## config.mk

```make
export PLATFORM = sky130hd
export DESIGN_NAME = ifetch_unit
export DESIGN_NICKNAME = d
export VERILOG_FILES = /design/src/rtl/ifetch_unit.sv
export SDC_FILE = /design/constraint.sdc
export NUM_CORES = 1
export LEC_CHECK = 0
export ABC_AREA = 1
export CAP_MARGIN = 20
export CORE_ASPECT_RATIO = 0.9
export CORE_MARGIN = 2
export CORE_UTILIZATION = 51
export CTS_BUF_LIST = sky130_fd_sc_hd__clkbuf_8 sky130_fd_sc_hd__clkbuf_16
export DETAILED_ROUTE_END_ITERATION = 6
export PLACE_DENSITY = 0.75
export SYNTH_ARGS = -nofsm -noshare
export SYNTH_HDL_FRONTEND = slang
export SYNTH_SLANG_ARGS = --single-unit
```

## constraint.sdc

```tcl
create_clock -name clk -period 4 [get_ports clk]
set_clock_uncertainty 0.15 [all_clocks]
set_input_delay 1.2 -clock clk [delete_from_list [all_inputs] [get_ports clk]]
set_output_delay 1.2 -clock clk [all_outputs]
set_load 0.01 [all_outputs]
```

## src/rtl/ifetch_unit.sv

```systemverilog
// Instruction fetch unit: PC generation, instruction-memory request issue,
// in-order instruction FIFO and branch redirect/flush of younger fetches.
module ifetch_unit #(
    parameter logic [31:0] RESET_PC = 32'h0000_0000,
    parameter int          DEPTH    = 4
) (
    input  logic        clk,
    input  logic        rst,
    output logic        imem_req_valid,
    input  logic        imem_req_ready,
    output logic [31:0] imem_req_addr,
    input  logic        imem_rsp_valid,
    input  logic [31:0] imem_rsp_data,
    output logic        inst_valid,
    input  logic        inst_ready,
    output logic [31:0] instruction,
    output logic [31:0] inst_pc,
    input  logic        PC_src,
    input  logic [31:0] branch_target
);
    localparam int          AW      = $clog2(DEPTH);
    localparam int          CW      = AW + 1;
    localparam logic [31:0] NOP     = 32'h0000_0013;
    localparam logic [CW:0] DEPTH_W = (CW + 1)'(DEPTH);

    logic [31:0]   fetch_pc;
    logic [31:0]   rsp_pc;
    logic [31:0]   fifo_word [DEPTH];
    logic [31:0]   fifo_pc   [DEPTH];
    logic [AW-1:0] rd_ptr;
    logic [AW-1:0] wr_ptr;
    logic [CW-1:0] occ;
    logic [CW-1:0] outst;
    logic [CW-1:0] drop;

    logic          pop;
    logic          flush;
    logic          req_fire;
    logic          rsp_ok;
    logic          push;
    logic [CW:0]   inflight;
    logic [31:0]   target_aligned;

    // Outstanding requests plus buffered words never exceed DEPTH, so every
    // response has a guaranteed FIFO slot and no word can be lost.
    always_comb begin
        inflight       = {1'b0, outst} + {1'b0, occ};
        target_aligned = branch_target & ~32'h0000_0003;
        inst_valid     = (occ != '0);
        pop            = inst_valid && inst_ready;
        flush          = pop && PC_src;
        imem_req_valid = !rst && !flush && (inflight < DEPTH_W);
        imem_req_addr  = fetch_pc;
        req_fire       = imem_req_valid && imem_req_ready;
        rsp_ok         = imem_rsp_valid && (outst != '0);
        push           = rsp_ok && (drop == '0) && !flush;
        instruction    = inst_valid ? fifo_word[rd_ptr] : NOP;
        inst_pc        = inst_valid ? fifo_pc[rd_ptr] : 32'h0;
    end

    // rsp_pc tracks the PC of the next kept response; dropped responses
    // belong to the old stream and never advance it.
    always_ff @(posedge clk or posedge rst) begin
        if (rst) begin
            fetch_pc <= RESET_PC;
            rsp_pc   <= RESET_PC;
            rd_ptr   <= '0;
            wr_ptr   <= '0;
            occ      <= '0;
            outst    <= '0;
            drop     <= '0;
        end else begin
            outst <= outst + CW'(req_fire) - CW'(rsp_ok);
            if (flush) begin
                fetch_pc <= target_aligned;
                rsp_pc   <= target_aligned;
                rd_ptr   <= '0;
                wr_ptr   <= '0;
                occ      <= '0;
                drop     <= outst - CW'(rsp_ok);
            end else begin
                if (req_fire) begin
                    fetch_pc <= fetch_pc + 32'd4;
                end
                if (rsp_ok && (drop != '0)) begin
                    drop <= drop - CW'(1);
                end
                if (push) begin
                    wr_ptr <= wr_ptr + AW'(1);
                    rsp_pc <= rsp_pc + 32'd4;
                end
                if (pop) begin
                    rd_ptr <= rd_ptr + AW'(1);
                end
                occ <= occ + CW'(push) - CW'(pop);
            end
        end
    end

    always_ff @(posedge clk) begin
        if (push) begin
            fifo_word[wr_ptr] <= imem_rsp_data;
            fifo_pc[wr_ptr]   <= rsp_pc;
        end
    end
endmodule

```

==> reports/metrics.yaml, run 1 <==
critical_path:
  timing.critical_path.arrival_ps: 2540
  worst_r2r_path_depth: 13
  r2r_setup_slack_ps: 1040
  critical_path_class: "register to output pin"
  worstReg2RegEnd: "outst[2]$_DFF_PP0_"
  regToRegStartpoint: "occ[1]$_DFF_PP0_"
  timing.critical_path.to: "instruction[4]"
  critPathCaptureType: "output pin"
  critPathLaunchType: "register"
  timing.critical_path.required_ps: 2650
  critPathLaunch: "rd_ptr[0]$_DFFE_PP0P_"
  cp_max_fo: 36
cts:
  cts.htree.levels: 1
  cts_num_sinks: 321
  cts_max_path_buffers: 3
  clk_pin_slew_worst_paths_ps: 60
  cts_made_buffers: 31
  cts_tree: "done"
  clock_insertion_delay_worst_skew_ps: 570
  ctsRootBufferMaster: "clkbuf_16"
sta:
  setup_repair_after_global_routing_missed_its_margin: "false"
  fmax_mhz: 257.0
  hold_viol_final: 0
  worst-slew-pin-transition_ps: 588.9
  post-route-period-util: 0.9729
  report.final.slew_viol_count: 0
  worst_slew_margin_rel: 0.6068
  finalWorstPathRequiredPeriod_ps: 3891
  post-route-worst-setup-slack_ps: 108.6
  finalSetupViolCount: 0
floorplanning:
  dieHeight_um: 165.9
  die-width_um: 183.9
  effective_utilization_at_floorplan: 0.5157
  io_pins: 168
  std_cell_rows: 59
  floorplan.die_area_mm2: 0.03050
  design.core.area_mm2: 0.02879
route:
  totalWireLength_mm: 35.85
  initial_drt_pass_iterations: 5
  detail_route.drc_violations: 0
  via_count: 11410
  wire_per_inst_um: 16.94
  vias_per_cell: 5.392
  drtAntennaViolNets: 0
  number_of_design_rule_violations_left_by_the_first_detailed_router_iteration: 1099
synthesis:
  synth_warnings: 0
  synth_area_leaders: "edfxtp_1 50%, dfrtp_1 12%, nor2_1 9.4%, nand2_1 6.9%, o21ai_0 4.7%"
  syn_avg_cell_area_um2: 9.536
  ys_ff_latch: 321
  number_of_flops_mapped_to_enable_cells_by_yosys: 248
  synth_sequential_area_ratio: 0.6246
  synth_async_sr_flop_share: 0.2274
  netlist_area_mm2: 0.01485
  netlist.area_leader.share: 0.5016
  synthDominantAreaCellType: "edfxtp_1"
  synth_ff_type: "edfxtp_1"
  post_synth_inst_count: 1557
  synth_cell_type_count: 38
power_and_ir_drop:
  p_seq_frac: 0.374
  p_per_area_mw_per_mm2: 733.0
  sw_frac_of_total: 0.3801
  internal-power_uw: 8243
  p_comb_frac: 0.424
  total_leakage_power_uw: 0.007191
  ir_worst_vdd_mv: 0.4361
  clockPowerShare: 0.203
  switch_pwr_uw: 5055
grt:
  gr-usage-all-layers: 0.2310
  grt.overflow.total: 0
  largest_net_degree_at_the_start_of_global_routing: 73
  antenna_violations_before_repair: 0
  grt_first_pass_wirelength_mm: 56.63
  first_global_vias: 10940
cells_and_area:
  seq_area_mm2: 0.009279
  final_core_util: 0.6301
  final_layout_size_suffix_gt1_frac: 0.07143
  finish.instance_area_mm2: 0.01814
  area_growth_pct: 22.17
  n_antenna_cell: 0
  fill_cells: 2236
  layout_nets: 1812
  multiInputGateArea_mm2: 0.004851
place:
  placement.setup.worst_slack_ps: -41.05
  place_hpwl_mm: 22.16
  routabilityCongestion: 0.9490
  numPortBuffers: 161
  post_dp_cell_area_mm2: 0.01708
worst_hold_path:
  min_path_type: "register to register"
job:
  max_cap_violations: 0
run_status:
  outcome: "complete, no violations"
[worst min-delay path by stage]
stage | startpoint | cells past startpoint | slack [ps] | end
6_report | outst[0]$_DFF_PP0_ | 1 | 390 | outst[0]$_DFF_PP0_
5_1_grt | outst[0]$_DFF_PP0_ | 1 | 410 | outst[0]$_DFF_PP0_
4_1_cts | outst[0]$_DFF_PP0_ | 1 | 390 | outst[0]$_DFF_PP0_
3_5_place_dp | outst[0]$_DFF_PP0_ | 1 | 380 | outst[0]$_DFF_PP0_
3_3_place_gp | outst[0]$_DFF_PP0_ | 1 | 390 | outst[0]$_DFF_PP0_
2_1_floorplan | rsp_pc[3]$_DFFE_PP0P_ | 0 | 350 | fifo_pc[0][3]$_DFFE_PP_
[cell usage after synthesis, types with 2 or more instances]
cell and number:
nand2_2 5, nand3b_1 7, nand2_4 2, o21ai_1 5, edfxtp_1 248, buf_6 3
fa_1 2, nor3_1 4, o21bai_1 5, o21ai_0 138, xor2_1 7, or2_2 2
inv_1 106, ha_1 15, o211ai_1 3, clkbuf_1 33, a31oi_1 12, and2_1 2
nor2_2 11, xnor2_1 5, nor2_1 371, buf_2 25, buf_4 8, nand2_1 273
dfrtp_1 73, o311ai_0 3, nand3_1 79, a21oi_1 90, buf_1 2, inv_2 5
a21oi_2 2, nand4_1 5
[cells in the final DEF, fill, tap and decap left out, types with 6 or more instances in the layout]
master,n
nor2_1,367
nand2_1,273
edfxtp_1,248
clkdlybuf4s50_1,157
o21ai_0,138
inv_1,112
a21oi_1,89
nand3_1,78
dfrtp_1,71
clkbuf_16,34
buf_4,22
ha_1,15
buf_12,15
a31oi_1,12
nor2_2,11
clkinv_2,9
clkinv_1,8
xor2_1,7
nand3b_1,7
inv_2,6
[cell families after synthesis]
group                    Yosys count  share of synthesized area
AO/OA/AOI/OAI                    261                    0.09295
XOR/XNOR                          12                   0.007078
adder cells (fa/ha/maj)           17                    0.01534
buffers and inverters            183                    0.05208
flip-flops                       321                     0.6246
other                              1                  0.0002526
AND/OR/NAND/NOR                  762                     0.2077
[flip-flops by register name, summed over array words and instances, names as in the netlist]
register,flops
drop,3
fifo_word,128
fifo_pc,120
imem_req_addr,30
rd_ptr,2
rsp_pc,30
occ,3
wr_ptr,2
outst,3
[power by group through the flow]
stage | Combinational, µW | Clock (µW) | Sequential (µW)
6_report | 5630 | 2690 | 4970
5_1_grt | 6220 | 2860 | 5060
4_1_cts | 5510 | 2730 | 4960
3_5_place_dp | 5450 | 0 | 5030
3_3_place_gp | 5320 | 0 | 5000
2_1_floorplan | 3130 | 0 | 4830
[metrics by stage]
stage	TNS, ps	hold slack (ps)	power, µW	instances
2_1_floorplan	-10980	349.8	7963	1560
3_3_place_gp	-13.62	385.1	10320	2051
3_5_place_dp	-41.05	381.2	10480	2051
4_1_cts	0	394.9	13190	2110
5_1_grt	0	414.1	14140	2116
6_report	0	389.3	13300	2116
[layer usage]
layer / GRT usage / wire (µm) / up-vias
li1: - / - / 5528
met1: 0.3303 / 15950 / 5386
met2: 0.3744 / 16490 / 443
met3: 0.03246 / 2534 / 52
met4: 0.06017 / 881 / 0
met5: 0 / 0 / -
[layout make-up]
cell class	instances	share of cell area
clock buffer	31	0.04276
clock inverter	27	0.008760
inverter	112	0.02338
multi-input combinational	1056	0.2674
sequential	321	0.5115
tap	366	0.02524
timing repair buffer	203	0.1209
[worst max-delay path, stage by stage (launching register included)]
cell             delay, ps
dfrtp_4                570
clkinv_2               200
buf_12                 230
nor2_1                  60
o311ai_0               280
clkdlybuf4s50_1        630
[what timing repair did]
item / CTS / global route
setup endpoints to repair: 19 / 15
resized for setup: 4 / 5
hold buffers: 0 / 0
cloned: 0 / 3
buffers inserted: 1 / 3
Power figures use the tool's default switching activity.
==> run 2: changes to the inputs <==
==> constraint.sdc (replaced) <==
create_clock -name clk -period 4 [get_ports clk]
set_clock_uncertainty 0.15 [all_clocks]
set_input_delay 0.6 -clock clk [delete_from_list [all_inputs] [get_ports clk]]
set_output_delay 0.6 -clock clk [all_outputs]
set_load 0.01 [all_outputs]
==> reports/metrics.yaml, run 2 (synthesis gave the netlist of run 1 again) <==
run_status:
  outcome: "complete, no violations"
place:
  post_dp_cell_area_mm2: 0.01690  # -1.0%
  numPortBuffers: 161  # unchanged
  placement.setup.worst_slack_ps: 646.2  # +687.2 ps
  routabilityCongestion: 0.9442  # -0.51%
  place_hpwl_mm: 22.24  # +0.34%
floorplanning:
  floorplan.die_area_mm2: 0.03050  # unchanged
  dieHeight_um: 165.9  # unchanged
  design.core.area_mm2: 0.02879  # unchanged
  die-width_um: 183.9  # unchanged
  std_cell_rows: 59  # unchanged
  io_pins: 168  # unchanged
  effective_utilization_at_floorplan: 0.5157  # unchanged
grt:
  global_route.usage.met1: 0.3253  # -0.004929
  groute.layer.met3.usage: 0.04583  # +0.01338
  antenna_violations_before_repair: 0  # unchanged
  global_route.peak_usage_layer: "met2"
  gr-usage-all-layers: 0.2321  # +0.001125
  grt.overflow.total: 0  # unchanged
  largest_net_degree_at_the_start_of_global_routing: 70  # -4.1%
  grt_use_met2: 0.3726  # -0.001805
  first_global_vias: 10750  # -1.7%
  grt_first_pass_wirelength_mm: 56.04  # -1.0%
cts:
  ctsRootBufferMaster: "clkbuf_16"
  cts_num_sinks: 321  # unchanged
  cts-resized-gates: 0  # -4
  clk_pin_slew_worst_paths_ps: 70  # about the same
  cts_made_buffers: 35  # +13%
  clock_insertion_delay_worst_skew_ps: 510  # -60 ps
  cts_tree: "done"
  count_of_hold_buffers_inserted_by_post_cts_repair: 0  # unchanged
  cts.htree.levels: 2  # +1
  cts_max_path_buffers: 3  # unchanged
  post_cts.repair.setup_buffers: 0  # -1
sta:
  setup_repair_after_global_routing_missed_its_margin: "false"
  worst_slew_margin_rel: 0.4410  # -0.1658
  hold_viol_final: 0  # unchanged
  post-route-period-util: 0.9278  # -0.04509
  report.final.slew_viol_count: 0  # unchanged
  finalSetupViolCount: 0  # unchanged
  worst-slew-pin-transition_ps: 838.4  # +249.5 ps
  post-route-worst-setup-slack_ps: 288.9  # +180.3 ps
  finalWorstPathRequiredPeriod_ps: 3711  # -180.3 ps
  fmax_mhz: 269.5  # +4.9%
cells_and_area:
  finish.instance_area_mm2: 0.01799  # -0.84%
  largest-register: "fifo_word"
  layout_nets: 1799  # -0.72%
  final_common_cell: "nor2_1"
  largest_reg_flops: 128  # unchanged
  area_growth_pct: 21.14
  fill_cells: 2244  # +0.36%
  mostFrequentLayoutCells: "367 x nor2_1, 273 x nand2_1, 248 x edfxtp_1"
  final_core_util: 0.6248  # -0.005302
  final_layout_size_suffix_gt1_frac: 0.06452  # -0.006912
  largestRegisters: "fifo_word (128), fifo_pc (120)"
critical_path:
  timing.critical_path.required_ps: 3250  # +600 ps
  timing.critical_path.arrival_ps: 2960  # +420 ps
  critical_path_class: "register to output pin"
  cp_max_fo: 47  # +31%
  critPathLaunchType: "register"
  critPathCaptureType: "output pin"
route:
  initial_drt_pass_iterations: 5  # unchanged
  drtAntennaViolNets: 0  # unchanged
  wire_per_inst_um: 16.96  # about the same
  vias_per_cell: 5.410  # +0.34%
  via_count: 11380  # -0.28%
  totalWireLength_mm: 35.66  # -0.54%
  number_of_design_rule_violations_left_by_the_first_detailed_router_iteration: 970  # -12%
  detail_route.drc_violations: 0  # unchanged
power_and_ir_drop:
  switch_pwr_uw: 5040  # -0.30%
  total_leakage_power_uw: 0.007086  # -1.5%
  p_per_area_mw_per_mm2: 744.2  # +1.5%
  sw_frac_of_total: 0.3765  # -0.003660
  ir_worst_vdd_mv: 0.3597  # -18%
  internal-power_uw: 8347  # +1.3%
  clockPowerShare: 0.226  # +0.023
  p_comb_frac: 0.399  # -0.025
  p_seq_frac: 0.376  # +0.002
worst_hold_path:
  min_path_type: "input pin to async pin"
job:
  max_cap_violations: 0  # unchanged
-- run 2: worst paths after layout --
kind | startpoint | endpoint | slack, ps | cells past startpoint
worst max-delay path | rd_ptr[0]$_DFFE_PP0P_ | inst_pc[27] | 290 | 6
worst min-delay path | rst | outst[1]$_DFF_PP0_ | 390 | 2
max in group asynchronous | rst | rd_ptr[0]$_DFFE_PP0P_ | 2640 | 3
worst max register to register | outst[1]$_DFF_PP0_ | fifo_pc[2][28]$_DFFE_PP_ | 1200 | 7
worst min register to register | outst[0]$_DFF_PP0_ | outst[0]$_DFF_PP0_ | 400 | 1
min in group clk | outst[0]$_DFF_PP0_ | outst[0]$_DFF_PP0_ | 400 | 1
-- run 2: stage by stage --
stage | total power, µW | hold WS, ps | cells | setup TNS (ps)
final | 13390 | 385.3 | 2103 | 0
after detailed placement | 10380 | 378.7 | 2041 | 0
after global placement | 10210 | 381.8 | 2041 | 0
after floorplan | 7965 | 349.8 | 1560 | -108110
after global routing | 14210 | 420.6 | 2102 | 0
after CTS | 13420 | 379.1 | 2102 | 0
-- run 2: area by class of cell --
cell class	count	area, µm²	share of cell area
Inverter	112	422.9	0.02351
Tap cell	366	457.9	0.02546
Clock buffer	36	889.6	0.04946
Antenna cell	1	2.502	0.0001391
Timing Repair Buffer	186	1899	0.1056
Multi-Input combinational cell	1056	4842	0.2692
Sequential cell	321	9279	0.5159
Clock inverter	25	193.9	0.01078
-- run 2: worst max-delay path, stage by stage, from the launching register on --
cell,delay [ps]
dfrtp_4,780
buf_4,500
nor2_1,90
nor2_1,100
o21ai_0,110
a21oi_1,250
clkdlybuf4s50_1,580
-- run 2: per-layer routing --
metal  vias to the layer above  part of all wire
met5                         -                 0
met4                         0             0.020
li1                       5498                 -
met3                        59             0.081
met1                      5374              0.44
met2                       446              0.46
-- run 2: power by group through the flow --
stage / Sequential (µW) / Combinational [µW] / Clock (µW)
after floorplan: 4840 / 3130 / 0
after global placement: 5030 / 5180 / 0
after detailed placement: 5060 / 5320 / 0
after CTS: 5000 / 5350 / 3070
after global routing: 5110 / 5910 / 3190
final: 5030 / 5340 / 3020
